$ cat src/rtl/bcd_serial_adder_pkg.sv
// Shared definitions for the digit-serial packed-BCD adder.
//   BCD_W / BCD_MAX : width and largest legal value of one BCD digit
//   state_t         : sequencing states of the top-level FSM
//   idx_width()     : bit width of the digit index for a given digit count
package bcd_serial_adder_pkg;

  localparam int BCD_W   = 4;
  localparam int BCD_MAX = 9;

  typedef enum logic [1:0] {
    IDLE = 2'd0,
    ADD  = 2'd1,
    DONE = 2'd2
  } state_t;

  // A single-digit adder still needs a 1-bit index register.
  function automatic int idx_width(input int digits);
    return (digits > 1) ? $clog2(digits) : 1;
  endfunction

endpackage

$ cat src/rtl/bcd_digit_add.sv
// One-digit BCD adder, purely combinational.
//   a, b : BCD digits (values above 9 are still processed)
//   ci   : decimal carry-in
//   s    : corrected BCD digit
//   co   : decimal carry-out
module bcd_digit_add
  import bcd_serial_adder_pkg::*;
(
  input  logic [BCD_W-1:0] a,
  input  logic [BCD_W-1:0] b,
  input  logic             ci,
  output logic [BCD_W-1:0] s,
  output logic             co
);

  logic [BCD_W:0] t;

  // NOTE: every output of a combinational block gets a default first, so no
  // path leaves it unassigned and no latch is inferred.
  always_comb begin
    t  = {1'b0, a} + {1'b0, b} + {{BCD_W{1'b0}}, ci};
    s  = t[BCD_W-1:0];
    co = 1'b0;
    if (t > (BCD_W+1)'(BCD_MAX)) begin
      // Adding 6 skips the six unused codes; the mod-16 wrap is the truncation.
      s  = BCD_W'(t + (BCD_W+1)'(6));
      co = 1'b1;
    end
  end

endmodule

$ cat src/rtl/bcd_serial_adder.sv
// Multi-digit packed-BCD adder, one digit per clock, LSD first.
//   clk, rst_n : clock, asynchronous active-low reset
//   start      : request, accepted only in IDLE
//   a, b, cin  : packed-BCD operands and decimal carry-in (captured on start)
//   busy       : high while digits are being added
//   done       : one-cycle pulse when sum/cout/invalid are valid
//   sum, cout  : packed-BCD result and top-digit carry, held until next start
//   invalid    : an operand digit exceeded 9 at capture, held with sum
module bcd_serial_adder
  import bcd_serial_adder_pkg::*;
#(
  parameter int DIGITS = 4
) (
  input  logic                    clk,
  input  logic                    rst_n,
  input  logic                    start,
  input  logic [BCD_W*DIGITS-1:0] a,
  input  logic [BCD_W*DIGITS-1:0] b,
  input  logic                    cin,
  output logic                    busy,
  output logic                    done,
  output logic [BCD_W*DIGITS-1:0] sum,
  output logic                    cout,
  output logic                    invalid
);

  localparam int W  = BCD_W * DIGITS;
  localparam int IW = idx_width(DIGITS);
  localparam logic [IW-1:0] LAST = IW'(DIGITS - 1);

  state_t           state;
  logic [W-1:0]     a_q;
  logic [W-1:0]     b_q;
  logic [IW-1:0]    idx;
  logic             carry;
  logic [BCD_W-1:0] dig_s;
  logic             dig_co;

  function automatic logic has_bad_digit(input logic [W-1:0] v);
    has_bad_digit = 1'b0;
    for (int i = 0; i < DIGITS; i++)
      if (v[BCD_W*i +: BCD_W] > BCD_W'(BCD_MAX)) has_bad_digit = 1'b1;
  endfunction

  // Operand registers shift right, so the current digit is always at [3:0].
  bcd_digit_add u_digit (
    .a  (a_q[BCD_W-1:0]),
    .b  (b_q[BCD_W-1:0]),
    .ci (carry),
    .s  (dig_s),
    .co (dig_co)
  );

  // NOTE: state registers use non-blocking assignments so every flop samples
  // the pre-edge values, independent of statement order.
  always_ff @(posedge clk or negedge rst_n) begin
    if (!rst_n) begin
      state   <= IDLE;
      busy    <= 1'b0;
      done    <= 1'b0;
      a_q     <= '0;
      b_q     <= '0;
      idx     <= '0;
      carry   <= 1'b0;
      sum     <= '0;
      cout    <= 1'b0;
      invalid <= 1'b0;
    end else begin
      case (state)
        IDLE: begin
          done <= 1'b0;
          if (start) begin
            a_q     <= a;
            b_q     <= b;
            carry   <= cin;
            idx     <= '0;
            sum     <= '0;
            cout    <= 1'b0;
            invalid <= has_bad_digit(a) | has_bad_digit(b);
            busy    <= 1'b1;
            state   <= ADD;
          end
        end
        ADD: begin
          sum[BCD_W*int'(idx) +: BCD_W] <= dig_s;
          carry <= dig_co;
          a_q   <= a_q >> BCD_W;
          b_q   <= b_q >> BCD_W;
          idx   <= idx + IW'(1);
          if (idx == LAST) begin
            cout  <= dig_co;
            busy  <= 1'b0;
            done  <= 1'b1;
            state <= DONE;
          end
        end
        DONE: begin
          done  <= 1'b0;
          state <= IDLE;
        end
        default: begin
          busy  <= 1'b0;
          done  <= 1'b0;
          state <= IDLE;
        end
      endcase
    end
  end

endmodule

$ cat config.mk
export PLATFORM = sky130hd
export DESIGN_NAME = bcd_serial_adder
export DESIGN_NICKNAME = d
export VERILOG_FILES = /design/src/rtl/bcd_serial_adder_pkg.sv /design/src/rtl/bcd_digit_add.sv /design/src/rtl/bcd_serial_adder.sv
export SDC_FILE = /design/constraint.sdc
export NUM_CORES = 1
export LEC_CHECK = 0
export ABC_CLOCK_PERIOD_IN_PS = 5200
export CAP_MARGIN = 20
export CORE_ASPECT_RATIO = 0.8
export CORE_UTILIZATION = 56
export CTS_CLUSTER_DIAMETER = 40
export DETAILED_ROUTE_END_ITERATION = 12
export PLACE_DENSITY = 0.93
export SKIP_CTS_REPAIR_TIMING = 1
export SLEW_MARGIN = 15
export SYNTH_ARGS = -nofsm -noshare
export SYNTH_HDL_FRONTEND = slang
export SYNTH_SLANG_ARGS = --single-unit
$ cat constraint.sdc
create_clock -name clk -period 5.2 [get_ports clk]
set_input_delay 0.78 -clock clk [delete_from_list [all_inputs] [get_ports clk]]
set_output_delay 0.78 -clock clk [all_outputs]
set_load 0.01 [all_outputs]
## Yosys cells after proc, flatten, opt, wreduce, memory -nomap -nowiden

Index checks and enable logic that the tools add are counted.

- $add $sub $neg: 5
- Magnitude comparators: 9
- Equal/unequal tests: 5
- Shifts and indexed selects: 2
- Mux-type cells: 36
- Bitwise operators: 2
- Reductions and logical operators: 7

Operators with widths:

| kind | number |
|---|---|
| 16-bit one-hot mux with 2 select lines | 3 |
| 16-bit 2-to-1 mux | 3 |
| 4-bit negation with 33-bit output | 1 |
| 4-bit by 33-bit variable shift with 16-bit output (first input constant) | 1 |
| 4-bit by 33-bit indexed part select with 16-bit output | 1 |
| 4-bit greater-than comparator (second input constant) | 8 |
| 1-bit 2-to-1 mux | 20 |
| 16-bit bitwise mux | 1 |
| 2-bit one-hot mux with 2 select lines | 2 |
| 2-bit 2-to-1 mux | 3 |
| 2-bit AND reduction | 3 |
| 3-bit AND reduction | 2 |
| 4-bit by 4-bit adder with 5-bit output | 1 |
| 5-bit by 1-bit adder with 5-bit output | 1 |
| 5-bit by 4-bit greater-than comparator with 1-bit output (second input constant) | 1 |
| 4-bit by 3-bit adder with 4-bit output (second input constant) | 1 |
| 2-bit equality test (second input constant) | 2 |
| 4-bit 2-to-1 mux | 1 |
| 2-bit != test (second input constant) | 2 |
| 1-bit one-hot mux with 2 select lines | 2 |
| 1-bit one-hot mux with 3 select lines | 1 |
| 2-bit by 1-bit adder with 2-bit output (second input constant) | 1 |
| 2-bit by 1-bit equality test with 1-bit output (second input constant) | 1 |
| 2-bit logical NOT | 1 |
| 3 further kinds | 3 |

- Register bits after elaboration: 57
- Logic and storage cells: 76

## Logic depth before layout (Yosys ltp)

Gate-level depths: netlist (run 1).

- Depth after elaboration: 8
- Depth in mapped cells: 10
- Gate-level depth less buffers: 10

## Cells and area by module

From an unflattened synthesis (run 1), not the netlist that was laid out.

- Cell total of the unflattened synthesis: 259
- Area total of the unflattened synthesis: 2887.8 µm²

Modules (own cells, without submodules):

| module | times used | cells each | area an instance (µm²) | seq. area each (µm²) |
|---|---|---|---|---|
| bcd_serial_adder | 1 | 237 | 2676.3 | 1426.4 |
| bcd_digit_add | 1 | 22 | 211.5 | 0.0 |

## Worst setup path after synthesis (run 1)

Ideal clock, no wire load.

- Path type: flip-flop to flip-flop
- From: register a_q[0]
- To: register sum[2]
- Arrival time: 2.564 ns
- Required time: 5.067 ns
- Setup slack: 2.504 ns
- Stages on the path, launching flop included: 10
- Buffers on the path: 0
- Period minus slack after synthesis: 2.696 ns
- Path through: dfrtp_1 -> fa_1 -> fa_1 -> xor2_1 -> inv_1 -> ha_1 -> nor2b_1 -> o311a_1 -> a211oi_2 -> o21ai_0

- Cells in the longest elaborated chain, start to end: 7
- Elaborated cells between the ends (all ways): 8
- Those cells by class: 3 x add/sub; 1 x order compare; 1 x shift; 3 x mux

Ends and longest elaborated chain:

| item | line | source |
|---|---|---|
| start: declaration | bcd_serial_adder.sv:32 | `logic [W-1:0] a_q;` |
| start signal: assignment | bcd_serial_adder.sv:87 | `a_q <= a_q >> BCD_W;` |
| 4-bit by 4-bit adder with 5-bit output (*) | bcd_digit_add.sv:21 | `t = {1'b0, a} + {1'b0, b} + {{BCD_W{1'b0}}, ci};` |
| 5-bit by 1-bit adder with 5-bit output (*) | bcd_digit_add.sv:21 |  |
| 4-bit by 3-bit adder with 4-bit output or 5-bit by 4-bit greater-than comparator with 1-bit output (tied branches) | bcd_digit_add.sv:26, bcd_digit_add.sv:24 |  |
| 4-bit 2-to-1 mux (*) | bcd_digit_add.sv:24 | `if (t > (BCD_W+1)'(BCD_MAX)) begin` |
| 4-bit by 33-bit indexed part select with 16-bit output (*) | bcd_serial_adder.sv:85 | `sum[BCD_W*int'(idx) +: BCD_W] <= dig_s;` |
| 16-bit bitwise mux (*) | bcd_serial_adder.sv:85 |  |
| 16-bit one-hot mux with 2 select lines (*) | bcd_serial_adder.sv:69 | `case (state)` |
| end signal: indexed assignment | bcd_serial_adder.sv:85 |  |
| end: declaration | bcd_serial_adder.sv:22 | `output logic [BCD_W*DIGITS-1:0] sum,` |

Every way passes the cells marked *; elsewhere a longest branch is shown, timed or not.
A chain may end at the register's enable or synchronous reset.

## Worst setup path after layout (run 1)

- From: register a_q[0]
- To: register sum[6]

The elaborated chain is that of the path after synthesis.

==> results.json, run 1 <==
{
  "grt_pass1_vias": 2397,
  "detailedRoute.firstIterationViolations": 168,
  "power.sequential.fraction": 0.308,
  "nets": 400,
  "r2r_end": "sum[6]",
  "post_drt_via_cell_ratio": 5.90,
  "max-slew-margin-rel": 0.524,
  "rr_worst_depth": 9,
  "drive_above_1_share": 0.0616,
  "holdPathEnd": "sum[8]",
  "nature_of_the_critical_path_endpoint": "flip-flop",
  "critPathArrivalTime_ns": 3.26,
  "detail_route.wl_per_cell_um": 16.0,
  "final.setup_skew_ns": 0.00431,
  "drv.max_cap_violation_count": 0,
  "finalHoldViolations": 0,
  "syn_avg_cell_area_um2": 9.65,
  "critPathRequiredTime_ns": 5.40,
  "pwr-share-clk": 0.131,
  "synth.yosys.warnings": 0,
  "core.rowCount": 22,
  "ctsHtreeMaxLevel": 3,
  "synthDistinctLibCells": 35,
  "wl_um": 6660,
  "p_switching_mw": 1.10,
  "stdcell_area_um2": 3610,
  "count_of_unresolved_drc_violations_after_routing": 0,
  "powerDensity_nw_per_um2": 685,
  "cts_made_buffers": 9,
  "die_outline_area_um2": 5440,
  "routabilityCongestion": 0.847,
  "worstHoldPathType": "flip-flop to flip-flop",
  "grt_max_degree": 58,
  "ctsLongestPathBuffers": 2,
  "synth_nets": 345,
  "cts_tree": "done",
  "power.internal_mw": 1.37,
  "max_freq_ghz": 0.327,
  "vias": 2462,
  "detailedRoute.firstPassIterationCount": 4,
  "dp.final_hpwl_um": 4780,
  "pwr-share-comb": 0.561,
  "buffer_ports.inserted": 55,
  "peakVddDrop_mv": 0.484,
  "finalMaxSlewViolations": 0,
  "synth_cells": 299,
  "worst_skew_pair_later_pin_latency_ns": 0.34,
  "starting_density": 0.606,
  "layout_worst_path_cycle_share": 0.588,
  "worst_setup_hold_path_clk_slew_ns": 0.06,
  "final_setup_violating_endpoints": 0,
  "ys_seq_area_frac": 0.495,
  "power.static_leakage_nw": 1.59,
  "layout_min_cycle_time_ns": 3.06,
  "grt_first_pass_wirelength_um": 11400,
  "grt.overflow.total": 0,
  "switching_share": 0.446,
  "timing.rr.start": "a_q[0]",
  "die_x_um": 82.2,
  "number_of_cells_traversed_by_the_worst_hold_path": 2,
  "globalRouteTotalUtil": 0.290,
  "regToRegSetupSlack_ns": 2.14,
  "synth-seq-cells": 57,
  "fillCellCount": 322,
  "postPlaceCellArea_um2": 3470,
  "antenna_found_initial": 0,
  "outcome": "complete, no violations",
  "cp-start-kind": "flip-flop",
  "sinks_on_the_clock_net": 57,
  "boundaryPins": 56,
  "unrepaired_setup_endpoints_after_global_routing": "no",
  "setup_total_negative_slack_ns": 0,
  "cp_max_fo": 4,
  "floorplan_core_area_um2": 4760,
  "worst_slew_pin_slew_ns": 0.712,
  "synth_area_um2": 2880,
  "worst_hold_startpoint": "sum[8]",
  "worstSetupPathType": "flip-flop to flip-flop",
  "area_growth_pct": 25.2,
  "die-height_um": 66.2,
  "antenna_cells_inserted": 0,
  "postRouteAntennaNets": 0,
  "ctsRootBufferMaster": "sky130_fd_sc_hd__clkbuf_8"
}
-- power groups by stage --
stage / clock network (mW) / registers [mW] / logic (mW)
6_report: 0.323 / 0.763 / 1.39
5_1_grt: 0.346 / 0.784 / 1.53
4_1_cts: 0.330 / 0.761 / 1.37
3_5_place_dp: 0 / 0.767 / 1.36
3_3_place_gp: 0 / 0.755 / 1.28
2_1_floorplan: 0 / 0.723 / 1.03
-- how the worst max path moves through the flow --
stage / start / to / slack, ns / depth (start not counted)
floorplan: a_q[0] / sum[2] / 2.50 / 9
global placement: a_q[0] / sum[6] / 2.40 / 9
detailed placement: a_q[0] / sum[6] / 2.23 / 9
CTS: a_q[0] / sum[6] / 2.19 / 9
global route: a_q[0] / sum[6] / 2.07 / 9
finish: a_q[0] / sum[6] / 2.14 / 9
-- cell families (layout without fill, tap and decap cells) --
family	count (synthesis)	after routing	share of synthesized area
buffers and inverters	20	78	0.0308
DFF	57	57	0.495
xor gates and xnor gates	1	1	0.00304
muxes	25	25	0.0868
adders and majority gates	10	10	0.0486
and+or+nand+nor	97	97	0.151
AOI/OAI and AO/OA	89	89	0.185
-- flip-flops by register name, summed over array words and instances (netlist names), 2 cells and up --
name / count
a_q: 16
b_q: 16
sum: 16
idx: 2
state: 2
-- synth_stat cells --
library cell | number | area share
sky130_fd_sc_hd__nor3_2 | 1 | 0.0035
sky130_fd_sc_hd__a21o_1 | 6 | 0.016
sky130_fd_sc_hd__buf_2 | 2 | 0.0035
sky130_fd_sc_hd__nor2_1 | 14 | 0.018
sky130_fd_sc_hd__nand2b_1 | 3 | 0.0065
sky130_fd_sc_hd__xor2_1 | 1 | 0.0030
sky130_fd_sc_hd__ha_1 | 8 | 0.035
sky130_fd_sc_hd__nand4_1 | 4 | 0.0087
sky130_fd_sc_hd__a22o_1 | 2 | 0.0061
sky130_fd_sc_hd__nand2_1 | 55 | 0.072
sky130_fd_sc_hd__o21bai_1 | 2 | 0.0052
sky130_fd_sc_hd__dfrtp_1 | 57 | 0.49
sky130_fd_sc_hd__fa_1 | 2 | 0.014
sky130_fd_sc_hd__o21ai_0 | 54 | 0.094
sky130_fd_sc_hd__o221a_1 | 1 | 0.0039
sky130_fd_sc_hd__inv_1 | 6 | 0.0078
sky130_fd_sc_hd__nor3_1 | 1 | 0.0017
sky130_fd_sc_hd__o31ai_4 | 1 | 0.0074
sky130_fd_sc_hd__o22ai_1 | 1 | 0.0022
sky130_fd_sc_hd__nor2b_1 | 11 | 0.024
sky130_fd_sc_hd__buf_4 | 3 | 0.0078
sky130_fd_sc_hd__or3_1 | 1 | 0.0022
sky130_fd_sc_hd__and3b_1 | 1 | 0.0030
sky130_fd_sc_hd__o311a_1 | 1 | 0.0035
sky130_fd_sc_hd__a21oi_1 | 11 | 0.019
sky130_fd_sc_hd__a211oi_2 | 2 | 0.0087
sky130_fd_sc_hd__or2_4 | 1 | 0.0030
sky130_fd_sc_hd__clkbuf_1 | 9 | 0.012
sky130_fd_sc_hd__a21oi_4 | 1 | 0.0056
sky130_fd_sc_hd__nand3_1 | 4 | 0.0069
sky130_fd_sc_hd__a211oi_1 | 1 | 0.0026
sky130_fd_sc_hd__a21boi_1 | 1 | 0.0026
sky130_fd_sc_hd__and2_1 | 1 | 0.0022
sky130_fd_sc_hd__o21ai_1 | 5 | 0.0087
sky130_fd_sc_hd__mux2i_1 | 25 | 0.087
-- per-layer routing --
metal	up-vias	routed length [um]	global-route usage
met1	1205	2940	0.398
li1	1150	-	-
met5	-	0	0
met3	19	413	0.0690
met4	0	159	0.136
met2	88	3150	0.433
-- placed cells by master (no fill, tap or decap), drive strengths merged, types with 6 or more instances in the layout --
master / count
mux2i: 25
a21o: 6
nand2: 55
clkdlybuf4s50: 54
dfrtp: 57
ha: 8
o21ai: 59
nor2b: 11
a21oi: 12
clkbuf: 13
nor2: 14
inv: 6
-- cell type report --
class | instances | area [um2] | area share
well taps | 60 | 75.1 | 0.0208
clock inverters | 1 | 5.00 | 0.00139
inverters | 6 | 22.5 | 0.00624
repair buffers | 58 | 568 | 0.157
clock buffers | 13 | 139 | 0.0385
flip-flops and latches | 57 | 1430 | 0.395
multi-input cells | 222 | 1380 | 0.381
-- per-stage QoR --
stage | hold slack (ns) | std cells | setup slack [ns] | power, mW | util
after global routing | 0.501 | 417 | 2.07 | 2.66 | 0.758
final | 0.477 | 417 | 2.14 | 2.47 | 0.758
after global placement | 0.462 | 403 | 2.40 | 2.04 | 0.728
after CTS | 0.484 | 417 | 2.19 | 2.46 | 0.758
after detailed placement | 0.471 | 403 | 2.23 | 2.13 | 0.728
after floorplan | 0.450 | 299 | 2.50 | 1.75 | -
-- critical path, cell delays in order, from the launching register on --
cell,delay [ns]
sky130_fd_sc_hd__dfrtp_1,0.40
sky130_fd_sc_hd__fa_1,0.48
sky130_fd_sc_hd__fa_1,0.43
sky130_fd_sc_hd__xor2_1,0.31
sky130_fd_sc_hd__inv_1,0.08
sky130_fd_sc_hd__ha_1,0.25
sky130_fd_sc_hd__nor2b_1,0.21
sky130_fd_sc_hd__o311a_1,0.33
sky130_fd_sc_hd__a211oi_2,0.28
sky130_fd_sc_hd__o21ai_0,0.16
Note: power is estimated with default switching activity, not from simulation.
==> run 2, diff against run 1 <==
--- a/config.mk
+++ b/config.mk
@@ -5,13 +5,13 @@
 export SDC_FILE = /design/constraint.sdc
 export NUM_CORES = 1
 export LEC_CHECK = 0
-export ABC_CLOCK_PERIOD_IN_PS = 5200
+export ABC_CLOCK_PERIOD_IN_PS = 2800
 export CAP_MARGIN = 20
 export CORE_ASPECT_RATIO = 0.8
-export CORE_UTILIZATION = 56
+export CORE_UTILIZATION = 47
 export CTS_CLUSTER_DIAMETER = 40
 export DETAILED_ROUTE_END_ITERATION = 12
-export PLACE_DENSITY = 0.93
+export PLACE_DENSITY = 0.84
 export SKIP_CTS_REPAIR_TIMING = 1
 export SLEW_MARGIN = 15
 export SYNTH_ARGS = -nofsm -noshare
==> constraint.sdc (replaced) <==
create_clock -name clk -period 2.8 [get_ports clk]
set_input_delay 0.42 -clock clk [delete_from_list [all_inputs] [get_ports clk]]
set_output_delay 0.42 -clock clk [all_outputs]
set_load 0.01 [all_outputs]
==> results.json, run 2 (synthesis results as in run 1) <==
{
  "outcome": "complete, no violations",
  "worst_setup_hold_path_clk_slew_ns": 0.07,
  "fillCellCount": 441,
  "worst_slew_pin_slew_ns": 0.708,
  "cts_tree": "done",
  "ctsRootBufferMaster": "sky130_fd_sc_hd__clkbuf_8",
  "grt_first_pass_wirelength_um": 11300,
  "worst_skew_pair_later_pin_latency_ns": 0.34,
  "core.rowCount": 25,
  "layout.cells.most_common_list": "sky130_fd_sc_hd__dfrtp_1 (57), sky130_fd_sc_hd__nand2_1 (55), sky130_fd_sc_hd__clkdlybuf4s50_1 (54), sky130_fd_sc_hd__o21ai_0 (51), sky130_fd_sc_hd__mux2i_1 (25)",
  "peakVddDrop_mv": 0.622,
  "layout.cells.most_common": "sky130_fd_sc_hd__dfrtp_1",
  "globalRouteTotalUtil": 0.235,
  "area_growth_pct": 32.1,
  "unrepaired_setup_endpoints_after_global_routing": "yes",
  "postPlaceCellArea_um2": 3530,
  "dp_slack_ns": -0.0299,
  "die-height_um": 72.1,
  "final.setup_skew_ns": 0.00527,
  "antenna_found_initial": 0,
  "stage_delay_of_the_slowest_cell_on_the_critical_path_ns": 0.42,
  "critPathRequiredTime_ns": 3.02,
  "detailedRoute.firstIterationViolations": 177,
  "path_cells": "fa_2, fa_2, xor2_2, inv_1, ha_1, nor2b_2, o311a_1, a211oi_4, o21ai_0",
  "nature_of_the_critical_path_endpoint": "flip-flop",
  "finalMaxSlewViolations": 0,
  "layout_min_cycle_time_ns": 2.78,
  "finalHoldViolations": 0,
  "die_outline_area_um2": 6460,
  "nets": 405,
  "sinks_on_the_clock_net": 57,
  "detailedRoute.firstPassIterationCount": 4,
  "buffer_ports.inserted": 55,
  "antenna_cells_inserted": 0,
  "detail_route.wl_per_cell_um": 15.5,
  "postRouteAntennaNets": 0,
  "final_core_utilization": 0.644,
  "ctsLongestPathBuffers": 2,
  "design_power_total_mw": 5.21,
  "wl_um": 6880,
  "hold_ws_ns": 0.205,
  "powerDensity_nw_per_um2": 1370,
  "vias": 2454,
  "boundaryPins": 56,
  "ctsHtreeMaxLevel": 3,
  "layout_worst_path_cycle_share": 0.992,
  "cts_made_buffers": 9,
  "routabilityCongestion": 0.864,
  "grt.overflow.total": 0,
  "max_freq_ghz": 0.360,
  "final_setup_violating_endpoints": 0,
  "grt_pass1_vias": 2311,
  "starting_density": 0.488,
  "worstSetupPathType": "flip-flop to flip-flop",
  "worst_path_most_repeated_cell": "sky130_fd_sc_hd__fa_2",
  "count_of_unresolved_drc_violations_after_routing": 0,
  "finalWorstSetupSlack_ns": 0.0222,
  "dp.final_hpwl_um": 4810,
  "cp-start-kind": "flip-flop",
  "drv.max_cap_violation_count": 0,
  "max-slew-margin-rel": 0.528,
  "stdcell_area_um2": 3810,
  "critical_path.slowest_cell": "sky130_fd_sc_hd__fa_2",
  "drive_above_1_share": 0.0989,
  "cp_max_fo": 4,
  "grt_max_degree": 58,
  "floorplan_core_area_um2": 5910,
  "power.static_leakage_nw": 1.66,
  "reg.largest.list": "a_q x16, b_q x16, sum x16",
  "critPathArrivalTime_ns": 2.99,
  "die_x_um": 89.6,
  "worstHoldPathType": "input pin to asynchronous set/reset pin",
  "post_drt_via_cell_ratio": 5.51
}
[run 2: stage by stage]
stage          cells  setup TNS, ns
6_report         445              0
3_3_place_gp     427              0
3_5_place_dp     427        -0.0544
2_1_floorplan    299              0
4_1_cts          443         -0.109
5_1_grt          445         -0.362
[run 2: worst paths after layout]
path | depth (start not counted) | to | slack, ns | start
max in group asynchronous | 2 | a_q[1] | 2.12 | rst_n
min in group clk | 2 | sum[0] | 0.48 | sum[0]
hold / removal | 2 | invalid | 0.21 | rst_n
setup / recovery | 9 | sum[10] | 0.02 | b_q[0]
setup reg to reg | 9 | sum[10] | 0.02 | b_q[0]
hold reg to reg | 2 | sum[0] | 0.48 | sum[0]
[run 2: metal layers]
metal | GRT usage | vias to the layer above | share of wire
met5 | 0 | - | 0
met2 | 0.349 | 96 | 0.47
met4 | 0.0811 | 0 | 0.020
li1 | - | 1162 | -
met1 | 0.329 | 1180 | 0.45
met3 | 0.0705 | 16 | 0.060
[run 2: area by class of cell]
cell class,instances,area (um2),share of cell area
Clock inverter,5,103,0.0269
Clock buffer,11,141,0.0371
Sequential cell,57,1430,0.374
Tap cell,81,101,0.0266
Timing Repair Buffer,63,618,0.162
Multi-Input combinational cell,222,1400,0.367
Inverter,6,22.5,0.00591
[run 2: critical path: cells and delay by family, from the launching register on]
family | cells | cell delay [ns]
adder cells (fa/ha/maj) | 3 | 1.06
AO/OA/AOI/OAI | 3 | 0.74
flip-flops | 1 | 0.40
AND/OR/NAND/NOR | 1 | 0.21
XOR/XNOR | 1 | 0.17
buffers and inverters | 1 | 0.06
[run 2: power breakdown]
group          switching, mW  internal (mW)  total (mW)
Sequential             0.274           1.15        1.42
Clock                  0.340          0.614       0.954
Combinational           1.56           1.28        2.84
Total                   2.18           3.04        5.21
==> run 3, diff against run 2 <==
--- a/config.mk
+++ b/config.mk
@@ -5,13 +5,13 @@
 export SDC_FILE = /design/constraint.sdc
 export NUM_CORES = 1
 export LEC_CHECK = 0
-export ABC_CLOCK_PERIOD_IN_PS = 2800
+export ABC_CLOCK_PERIOD_IN_PS = 3100
 export CAP_MARGIN = 20
 export CORE_ASPECT_RATIO = 0.8
-export CORE_UTILIZATION = 47
+export CORE_UTILIZATION = 52
 export CTS_CLUSTER_DIAMETER = 40
 export DETAILED_ROUTE_END_ITERATION = 12
-export PLACE_DENSITY = 0.84
+export PLACE_DENSITY = 0.88
 export SKIP_CTS_REPAIR_TIMING = 1
 export SLEW_MARGIN = 15
 export SYNTH_ARGS = -nofsm -noshare
==> constraint.sdc (replaced) <==
create_clock -name clk -period 3.1 [get_ports clk]
set_input_delay 0.465 -clock clk [delete_from_list [all_inputs] [get_ports clk]]
set_output_delay 0.465 -clock clk [all_outputs]
set_load 0.01 [all_outputs]
==> results.json, run 3 (synthesis results as in run 1) <==
{
  "setup_total_negative_slack_ns": 0,
  "die_x_um": 85.3,
  "ctsRootBufferMaster": "sky130_fd_sc_hd__clkbuf_8",
  "final_setup_violating_endpoints": 0,
  "sinks_on_the_clock_net": 57,
  "finalWorstSetupSlack_ns": 0.264,
  "detailedRoute.firstIterationViolations": 214,
  "hold_ws_ns": 0.266,
  "post_drt_via_cell_ratio": 5.67,
  "final.setup_skew_ns": 0.00798,
  "grt_pass1_vias": 2373,
  "cts_tree": "done",
  "stage_delay_of_the_slowest_cell_on_the_critical_path_ns": 0.47,
  "ctsHtreeMaxLevel": 3,
  "count_of_unresolved_drc_violations_after_routing": 0,
  "drv.max_cap_violation_count": 0,
  "vias": 2397,
  "die-height_um": 68.6,
  "dpl.cell_count": 407,
  "postRouteAntennaNets": 0,
  "nature_of_the_critical_path_endpoint": "flip-flop",
  "core.rowCount": 23,
  "die_outline_area_um2": 5850,
  "unrepaired_setup_endpoints_after_global_routing": "no",
  "switching_share": 0.424,
  "path_cells": "fa_1, fa_1, xor2_1, inv_1, ha_1, nor2b_1, nor3_1, a211oi_2, o21ai_0",
  "peakVddDrop_mv": 0.563,
  "area_growth_pct": 28.5,
  "worst_skew_pair_later_pin_latency_ns": 0.33,
  "starting_density": 0.557,
  "design_power_total_mw": 4.34,
  "power.internal_mw": 2.50,
  "powerDensity_nw_per_um2": 1170,
  "max-slew-margin-rel": 0.519,
  "p_switching_mw": 1.84,
  "routabilityCongestion": 0.796,
  "ctsLongestPathBuffers": 2,
  "reg.largest.list": "a_q x16, b_q x16, sum x16",
  "fillCellCount": 361,
  "layout.cells.most_common": "sky130_fd_sc_hd__dfrtp_1",
  "grt.overflow.total": 0,
  "pwr-share-comb": 0.541,
  "buffer_ports.inserted": 55,
  "drive_above_1_share": 0.0776,
  "max_freq_ghz": 0.353,
  "worst_path_most_repeated_cell": "sky130_fd_sc_hd__fa_1",
  "grt_first_pass_wirelength_um": 11300,
  "critPathRequiredTime_ns": 3.31,
  "postPlaceCellArea_um2": 3500,
  "cp-start-kind": "flip-flop",
  "finalHoldViolations": 0,
  "finalMaxSlewViolations": 0,
  "boundaryPins": 56,
  "critPathArrivalTime_ns": 3.04,
  "detailedRoute.firstPassIterationCount": 4,
  "layout_min_cycle_time_ns": 2.84,
  "final_core_utilization": 0.715,
  "power.sequential.fraction": 0.294,
  "cts_made_buffers": 9,
  "dp_slack_ns": 0.331,
  "antenna_found_initial": 0,
  "regToRegSetupSlack_ns": 0.26,
  "worstSetupPathType": "flip-flop to flip-flop",
  "layout.cells.most_common_list": "sky130_fd_sc_hd__dfrtp_1 (57), sky130_fd_sc_hd__nand2_1 (55), sky130_fd_sc_hd__o21ai_0 (54), sky130_fd_sc_hd__clkdlybuf4s50_1 (54), sky130_fd_sc_hd__mux2i_1 (25)",
  "outcome": "complete, no violations",
  "worst_slew_pin_slew_ns": 0.722,
  "floorplan_core_area_um2": 5180,
  "nets": 402,
  "grt_max_degree": 58,
  "cp_max_fo": 4,
  "worst_setup_hold_path_clk_slew_ns": 0.06,
  "pwr-share-clk": 0.165,
  "antenna_cells_inserted": 0,
  "globalRouteTotalUtil": 0.258,
  "layout_worst_path_cycle_share": 0.915,
  "power.static_leakage_nw": 1.63,
  "detail_route.wl_per_cell_um": 15.7,
  "dp.final_hpwl_um": 4670,
  "worstHoldPathType": "input pin to asynchronous set/reset pin",
  "final_cell_count_no_fill": 423,
  "stdcell_area_um2": 3700,
  "critical_path.slowest_cell": "sky130_fd_sc_hd__fa_1",
  "wl_um": 6640
}
[run 3: worst max-delay path: cells and delay by family (launching register included)]
kind | cells | cell delay [ns]
AO/OA/AOI/OAI | 2 | 0.46
flip-flops | 1 | 0.40
buffers and inverters | 1 | 0.07
AND/OR/NAND/NOR | 2 | 0.54
XOR/XNOR | 1 | 0.17
adder cells (fa/ha/maj) | 3 | 1.09
[run 3: routing by layer]
layer	vias to the layer above	GRT usage	part of all wire
li1	1149	-	-
met1	1140	0.341	0.46
met2	100	0.406	0.45
met3	8	0.0905	0.074
met4	0	0.0833	0.011
met5	-	0	0
[run 3: cell type report]
class                      count  area [um2]  share of cell area
multi-input combinational    222        1380               0.371
sequential                    57        1430               0.385
inverter                       6        22.5             0.00608
clock buffer                  14         173              0.0466
tap                           62        77.6              0.0209
timing repair buffer          60         596               0.161
clock inverter                 2        35.0             0.00946
[run 3: worst paths after layout]
| path | end | start | cells after the start |
|---|---|---|---|
| hold / removal | sum[7] | rst_n | 2 |
| setup reg to reg | sum[6] | a_q[0] | 9 |
| setup / recovery | sum[6] | a_q[0] | 9 |
| min in group clk | b_q[10] | b_q[10] | 2 |
| max in group asynchronous | a_q[9] | rst_n | 2 |
| hold reg to reg | b_q[10] | b_q[10] | 2 |
[run 3: power by group through the flow]
stage          Clock [mW]  Sequential [mW]  Combinational (mW)
6_report            0.717             1.28                2.35
5_1_grt             0.769             1.32                2.62
4_1_cts             0.727             1.27                2.33
3_5_place_dp            0             1.28                2.30
3_3_place_gp            0             1.27                2.21
2_1_floorplan           0             1.21                1.73
